[src/rtl/pll_phase_ctrl_if.sv]
// Request-side bus of the PLL phase controller: step request in, status pulses out.
interface pll_phase_ctrl_if #(
    parameter int CNT_W = 8
);
    logic             i_req;
    logic [2:0]       i_sel;
    logic             i_updn;
    logic [CNT_W-1:0] i_nsteps;
    logic             o_busy;
    logic             o_done;
    logic             o_err;

    modport master (output i_req, i_sel, i_updn, i_nsteps, input o_busy, o_done, o_err);
    modport slave  (input i_req, i_sel, i_updn, i_nsteps, output o_busy, o_done, o_err);
endinterface

[src/rtl/pll_phase_ctrl.sv]
// Dynamic phase-shift sequencer and lock supervisor for an altpll instance.
// Runs on the PLL scanclk; every output is registered from the next state.
module pll_phase_ctrl #(
    parameter int NCLK         = 5,
    parameter int CNT_W        = 8,
    parameter int RST_CYCLES   = 16,
    parameter int LOCK_TIMEOUT = 65536,
    parameter int PD_TIMEOUT   = 64,
    parameter int GAP_CYCLES   = 2
) (
    input  logic                  i_clk,
    input  logic                  i_reset_n,
    pll_phase_ctrl_if.slave       bus,
    output logic                  o_locked,
    output logic [3:0]            o_phasecounterselect,
    output logic                  o_phasestep,
    output logic                  o_phaseupdown,
    output logic                  o_areset,
    input  logic                  i_phasedone,
    input  logic                  i_locked
);
    localparam int TMAX = (LOCK_TIMEOUT > PD_TIMEOUT) ?
                          ((LOCK_TIMEOUT > RST_CYCLES) ? LOCK_TIMEOUT : RST_CYCLES) :
                          ((PD_TIMEOUT > RST_CYCLES) ? PD_TIMEOUT : RST_CYCLES);
    localparam int TW = $clog2(TMAX + GAP_CYCLES + 2);

    typedef enum logic [2:0] {IDLE, STEP, WAIT_LO, WAIT_HI, GAP, RESET, RELOCK} state_t;

    state_t           state, next;
    logic [TW-1:0]    tmr, tmr_nx;
    logic [CNT_W-1:0] cnt_q, cnt_nx;
    logic [2:0]       sel_q, sel_nx;
    logic             dir_q, dir_nx;
    logic             done_nx, err_nx, lost, active;
    logic             lock_s1, lock_s;
    logic             busy_q, done_q, err_q;

    assign bus.o_busy = busy_q;
    assign bus.o_done = done_q;
    assign bus.o_err  = err_q;

    always_comb begin
        next    = state;
        cnt_nx  = cnt_q;
        sel_nx  = sel_q;
        dir_nx  = dir_q;
        done_nx = 1'b0;
        err_nx  = 1'b0;
        lost    = (state != RESET) && (state != RELOCK) && !lock_s;
        case (state)
            IDLE: if (bus.i_req) begin
                if (int'(bus.i_sel) >= NCLK) err_nx = 1'b1;
                else if (bus.i_nsteps == '0) done_nx = 1'b1;
                else begin
                    sel_nx = bus.i_sel;
                    dir_nx = bus.i_updn;
                    cnt_nx = bus.i_nsteps;
                    next   = STEP;
                end
            end
            STEP: if (tmr == TW'(1)) next = WAIT_LO;
            WAIT_LO: begin
                if (!i_phasedone) next = WAIT_HI;
                else if (tmr == TW'(PD_TIMEOUT - 1)) begin
                    err_nx = 1'b1;
                    next   = RESET;
                end
            end
            WAIT_HI: begin
                if (i_phasedone) begin
                    cnt_nx = cnt_q - CNT_W'(1);
                    if (cnt_q == CNT_W'(1)) begin
                        done_nx = 1'b1;
                        next    = IDLE;
                    end else next = GAP;
                end else if (tmr == TW'(PD_TIMEOUT - 1)) begin
                    err_nx = 1'b1;
                    next   = RESET;
                end
            end
            GAP:    if (tmr == TW'(GAP_CYCLES - 1)) next = STEP;
            RESET:  if (tmr == TW'(RST_CYCLES - 1)) next = RELOCK;
            RELOCK: begin
                if (lock_s) next = IDLE;
                else if (tmr == TW'(LOCK_TIMEOUT - 1)) next = RESET;
            end
            default: next = RELOCK;
        endcase
        // Lock loss overrides any completion or request outcome this cycle.
        if (lost) begin
            next    = RESET;
            done_nx = 1'b0;
            err_nx  = 1'b1;
            cnt_nx  = '0;
        end
        tmr_nx = (next != state) ? '0 : tmr + TW'(1);
        active = (next == STEP) || (next == WAIT_LO) || (next == WAIT_HI) || (next == GAP);
    end

    always_ff @(posedge i_clk or negedge i_reset_n) begin
        if (!i_reset_n) begin
            state                <= RELOCK;
            tmr                  <= '0;
            cnt_q                <= '0;
            sel_q                <= '0;
            dir_q                <= 1'b0;
            lock_s1              <= 1'b0;
            lock_s               <= 1'b0;
            busy_q               <= 1'b1;
            done_q               <= 1'b0;
            err_q                <= 1'b0;
            o_locked             <= 1'b0;
            o_phasecounterselect <= '0;
            o_phasestep          <= 1'b0;
            o_phaseupdown        <= 1'b0;
            o_areset             <= 1'b0;
        end else begin
            state                <= next;
            tmr                  <= tmr_nx;
            cnt_q                <= cnt_nx;
            sel_q                <= sel_nx;
            dir_q                <= dir_nx;
            lock_s1              <= i_locked;
            lock_s               <= lock_s1;
            busy_q               <= (next != IDLE);
            done_q               <= done_nx;
            err_q                <= err_nx;
            o_locked             <= lock_s && (next != RESET) && (next != RELOCK);
            o_phasecounterselect <= active ? (4'(sel_nx) + 4'd2) : 4'd0;
            o_phasestep          <= (next == STEP);
            o_phaseupdown        <= active && dir_nx;
            o_areset             <= (next == RESET);
        end
    end
endmodule

[src/flat_wrapper.sv]
// flat-port wrapper written by rule: the top's interface ports become plain ports
module pll_phase_ctrl_flat 
#(
    parameter int NCLK         = 5,
    parameter int CNT_W        = 8,
    parameter int RST_CYCLES   = 16,
    parameter int LOCK_TIMEOUT = 65536,
    parameter int PD_TIMEOUT   = 64,
    parameter int GAP_CYCLES   = 2
)
  (i_clk, i_reset_n, o_locked, o_phasecounterselect, o_phasestep, o_phaseupdown, o_areset, i_phasedone, i_locked, bus_i_req, bus_i_sel, bus_i_updn, bus_i_nsteps, bus_o_busy, bus_o_done, bus_o_err);
  pll_phase_ctrl_if #(.CNT_W(CNT_W)) bus_i ();
  input  logic i_clk;
  input  logic i_reset_n;
  output logic o_locked;
  output logic [3:0] o_phasecounterselect;
  output logic o_phasestep;
  output logic o_phaseupdown;
  output logic o_areset;
  input  logic i_phasedone;
  input  logic i_locked;
  input wire logic [$bits(bus_i.i_req)-1:0] bus_i_req;
  input wire logic [$bits(bus_i.i_sel)-1:0] bus_i_sel;
  input wire logic [$bits(bus_i.i_updn)-1:0] bus_i_updn;
  input wire logic [$bits(bus_i.i_nsteps)-1:0] bus_i_nsteps;
  output wire logic [$bits(bus_i.o_busy)-1:0] bus_o_busy;
  output wire logic [$bits(bus_i.o_done)-1:0] bus_o_done;
  output wire logic [$bits(bus_i.o_err)-1:0] bus_o_err;
  assign bus_i.i_req = bus_i_req;
  assign bus_i.i_sel = bus_i_sel;
  assign bus_i.i_updn = bus_i_updn;
  assign bus_i.i_nsteps = bus_i_nsteps;
  assign bus_o_busy = bus_i.o_busy;
  assign bus_o_done = bus_i.o_done;
  assign bus_o_err = bus_i.o_err;
  pll_phase_ctrl #(.NCLK(NCLK), .CNT_W(CNT_W), .RST_CYCLES(RST_CYCLES), .LOCK_TIMEOUT(LOCK_TIMEOUT), .PD_TIMEOUT(PD_TIMEOUT), .GAP_CYCLES(GAP_CYCLES)) u_core (.i_clk(i_clk), .i_reset_n(i_reset_n), .bus(bus_i), .o_locked(o_locked), .o_phasecounterselect(o_phasecounterselect), .o_phasestep(o_phasestep), .o_phaseupdown(o_phaseupdown), .o_areset(o_areset), .i_phasedone(i_phasedone), .i_locked(i_locked));
endmodule
[config.mk]
export PLATFORM = sky130hd
export DESIGN_NAME = pll_phase_ctrl_flat
export DESIGN_NICKNAME = d
export VERILOG_FILES = /design/src/rtl/pll_phase_ctrl_if.sv /design/src/rtl/pll_phase_ctrl.sv /design/src/flat_wrapper.sv
export SDC_FILE = /design/constraint.sdc
export NUM_CORES = 1
export LEC_CHECK = 0
export CAP_MARGIN = 20
export CORE_ASPECT_RATIO = 1.75
export CORE_UTILIZATION = 55
export CTS_CLUSTER_DIAMETER = 150
export DETAILED_ROUTE_END_ITERATION = 12
export PLACE_DENSITY = 0.8
export SLEW_MARGIN = 5
export SYNTH_ARGS = -nofsm -noshare
export SYNTH_HDL_FRONTEND = slang
export SYNTH_SLANG_ARGS = --single-unit
[constraint.sdc]
create_clock -name i_clk -period 9.25 [get_ports i_clk]
set_clock_uncertainty 0.2 [all_clocks]
set_input_delay 1.85 -clock i_clk [delete_from_list [all_inputs] [get_ports i_clk]]
set_output_delay 1.85 -clock i_clk [all_outputs]
set_load 0.005 [all_outputs]
==> flow_summary.yaml <==
global_routing:
  grt_max_degree: 46
  grt_usage_pct: 25.7
  grt_pass1_wl_mm: 9.42
  antenna_found_initial: 0
  grt_pass1_vias: 2185
  overflow: 0
synthesis:
  ys_seq_elements: 45
  synth_top_area_share_pct: 40.8
  yosys.area.top_type: "dfrtp_1"
  syn_nets: 285
  yosys-top-cells-area: "dfrtp_1, nor2_1, xor2_1"
  synth_edf_count: 0
  ys.flop_type: "dfrtp_1"
  syn_inst: 262
  synth_area_um2: 2570
  synth_cell_types: 63
  synth_seq_area_share_pct: 43.9
  postSynthAreaPerCell_um2: 9.83
  yosys_warnings: 0
  async_reset_ff_share_pct: 100
setup_path:
  cp-end-kind: "flop"
  cp.arrival_ps: 4250
  regToRegSetupSlack_ps: 5690
  r2r_end: "u_core.tmr[13]$_DFF_PN0_"
  critical_path_class: "in2reg"
  cp_data_required_time_ps: 9200
  r2r_start: "u_core.tmr[0]$_DFF_PN0_"
  cp-startpoint: "bus_i_nsteps[7]"
  crit_path_start_kind: "input port"
  reg2reg_depth: 12
  cp_max_fo: 17
power:
  power_frac_clock_pct: 21.7
  power_frac_comb_pct: 39.5
  swShare_pct: 37.3
  power.internal_mw: 0.447
  power.switching_mw: 0.266
  seqPwrFrac_pct: 38.8
  peakVddDrop_mv: 0.175
  p_leak_nw: 1.30
  power_density_nw_per_um2: 239
clock_network:
  htree_num_levels: 2
  root_buffer: "clkbuf_8"
  path_clk_slew_ps: 80
  clk_latency_ps: 300
  cts.sinks: 45
  cts_setup_buffers: 0
  cts_buffer_depth: 2
  cts_resized: 0
  cts_made_buffers: 5
  tritoncts: "done"
  holdBufCountCts: 0
job:
  maxCapViolations: 0
place:
  gp_congestion: 0.892
  post-place-ws_ps: 4640
  port_buffers: 27
  hpwl_mm: 4.17
floorplanning:
  core_um2: 4440
  start_util_pct: 57.9
  io_pins: 28
  die_y_um: 92.5
  num_rows: 32
  die_area_um2: 4970
  dieWidth_um: 53.7
drt:
  ant_nets: 0
  viasPerCell: 6.29
  wl_per_cell_um: 16.8
  routed_wl_mm: 5.72
  drt_first_pass_iters: 5
  drt-initial-drc-count: 76
  route.detailed.drc: 0
  via_count: 2137
timing:
  worst_slew_pin_slew_ps: 904
  hold_viol_final: 0
  fmax_ghz: 0.232
  tns_ps: 0
  layout_setup_ws_ps: 4950
  slew_viol_final: 0
  rsz0062_at_grt: "no"
  fin_crit_ps: 4300
  finalSetupViolations: 0
  slew_headroom_pct: 39.7
  finalCritPeriodShare_pct: 46.5
min_path:
  hold_path.class: "reg2reg"
  worstHoldPathCells: 0
  min_to: "u_core.lock_s$_DFF_PN0_"
  min_from: "u_core.lock_s1$_DFF_PN0_"
final_layout:
  layout-drive-gt1-share_pct: 11.8
  antennaDiodeCount: 0
  fin_nets: 311
  syn2layout_area_growth_pct: 15.6
run_status:
  outcome: "finished, final reports clean"
## cells by family (layout without fill, tap and decap cells)
family | after synthesis | after routing | synth area share [%]
adder cells (fa/ha/maj) | 6 | 6 | 2.92
XOR/XNOR | 16 | 16 | 5.44
AO/OA/AOI/OAI | 62 | 62 | 17.6
buffers and inverters | 18 | 45 | 3.94
flip-flops | 45 | 45 | 43.9
AND/OR/NAND/NOR | 109 | 109 | 23.7
multiplexers | 6 | 6 | 2.53
## metal layers
layer | track usage, % | vias up | wire length, um
met5 | 0 | - | 0
met4 | 16.2 | 0 | 263
met3 | 4.27 | 24 | 166
met2 | 45.9 | 53 | 3180
met1 | 25.5 | 1060 | 2120
li1 | - | 1000 | -
## registers in the layout, summed over array words and instances, names as in the netlist
signal and count:
u_core.o_phasecounterselect 4, u_core.bus.o_done 1, u_core.dir_q 1, u_core.tmr 17
u_core.o_areset 1, u_core.bus.o_err 1, u_core.o_locked 1, u_core.o_phasestep 1
u_core.sel_q 3, u_core.bus.o_busy 1, u_core.lock_s1 1, u_core.cnt_q 8
u_core.o_phaseupdown 1, u_core.lock_s 1, u_core.state 3
## final cells by class
class / count / area [um^2]
flip-flops and latches: 45 / 1130
inverters: 9 / 33.8
repair buffers: 28 / 285
multi-input cells: 199 / 1340
clock buffers: 6 / 82.6
fillers: 364 / 1470
clock inverters: 2 / 37.5
well taps: 51 / 63.8
## per-stage QoR
| step | utilization, % | cells | instance area, um^2 | power (mW) | hold slack, ps |
|---|---|---|---|---|---|
| after floorplan | - | 262 | 2570 | 0.488 | 131 |
| after global placement | 63.8 | 331 | 2840 | 0.553 | 135 |
| after detailed placement | 63.8 | 331 | 2840 | 0.559 | 138 |
| after CTS | 66.5 | 339 | 2960 | 0.716 | 158 |
| after global routing | 67.0 | 340 | 2980 | 0.760 | 178 |
| final | 67.0 | 340 | 2980 | 0.713 | 156 |
## placed cells by master (no fill, tap or decap), types with 6 or more instances in the layout
cell type	Yosys	final
dfrtp_1	42	42
nor2_1	33	33
clkdlybuf4s50_1	0	26
nand2_1	19	19
o21ai_0	17	17
a21oi_1	12	12
xor2_1	11	11
nand3_1	11	11
inv_1	8	8
ha_1	6	6
clkbuf_8	0	6
## synthesized netlist by cell type (all sizes together) (2+ instances only)
library cell	n
and3b	2
nand3	11
and4	2
a2bb2oi	2
mux2	4
mux2i	2
xnor2	5
nor4	4
a21boi	4
and2	2
dfstp	3
a21oi	12
nor4b	4
or4	2
o21a	2
a41oi	2
a22oi	2
nor3b	4
and3	5
buf	5
nor2	33
o31ai	2
inv	8
dfrtp	42
ha	6
nand2	19
nand4	5
xor2	11
or3	6
clkbuf	4
o221ai	2
o21ai	19
nor3	4
a211oi	2
a221oi	2
o211ai	2
## critical path, cell delays in order
cell and delay (ps):
clkdlybuf4s50_1 420, or4_4 580, o211a_4 310, a221oi_4 230
a21oi_1 130, o221ai_2 610, nor2_1 130
## worst max-delay path by stage
stage	to	slack [ps]	cells after the start
after floorplan	u_core.tmr[10]$_DFF_PN0_	5370	7
after CTS	u_core.tmr[12]$_DFF_PN0_	4950	7
final	u_core.tmr[13]$_DFF_PN0_	4950	7
after detailed placement	u_core.tmr[12]$_DFF_PN0_	4640	7
after global placement	u_core.tmr[13]$_DFF_PN0_	4700	7
after global routing	u_core.tmr[10]$_DFF_PN0_	4780	7
## power groups by stage
stage                     Clock, mW  Sequential [mW]  Combinational (mW)
final                         0.154            0.277               0.282
after global routing          0.163            0.282               0.314
after CTS                     0.157            0.276               0.283
after detailed placement          0            0.280               0.279
after global placement            0            0.278               0.275
after floorplan                   0            0.263               0.225
Power figures use the tool's default switching activity.
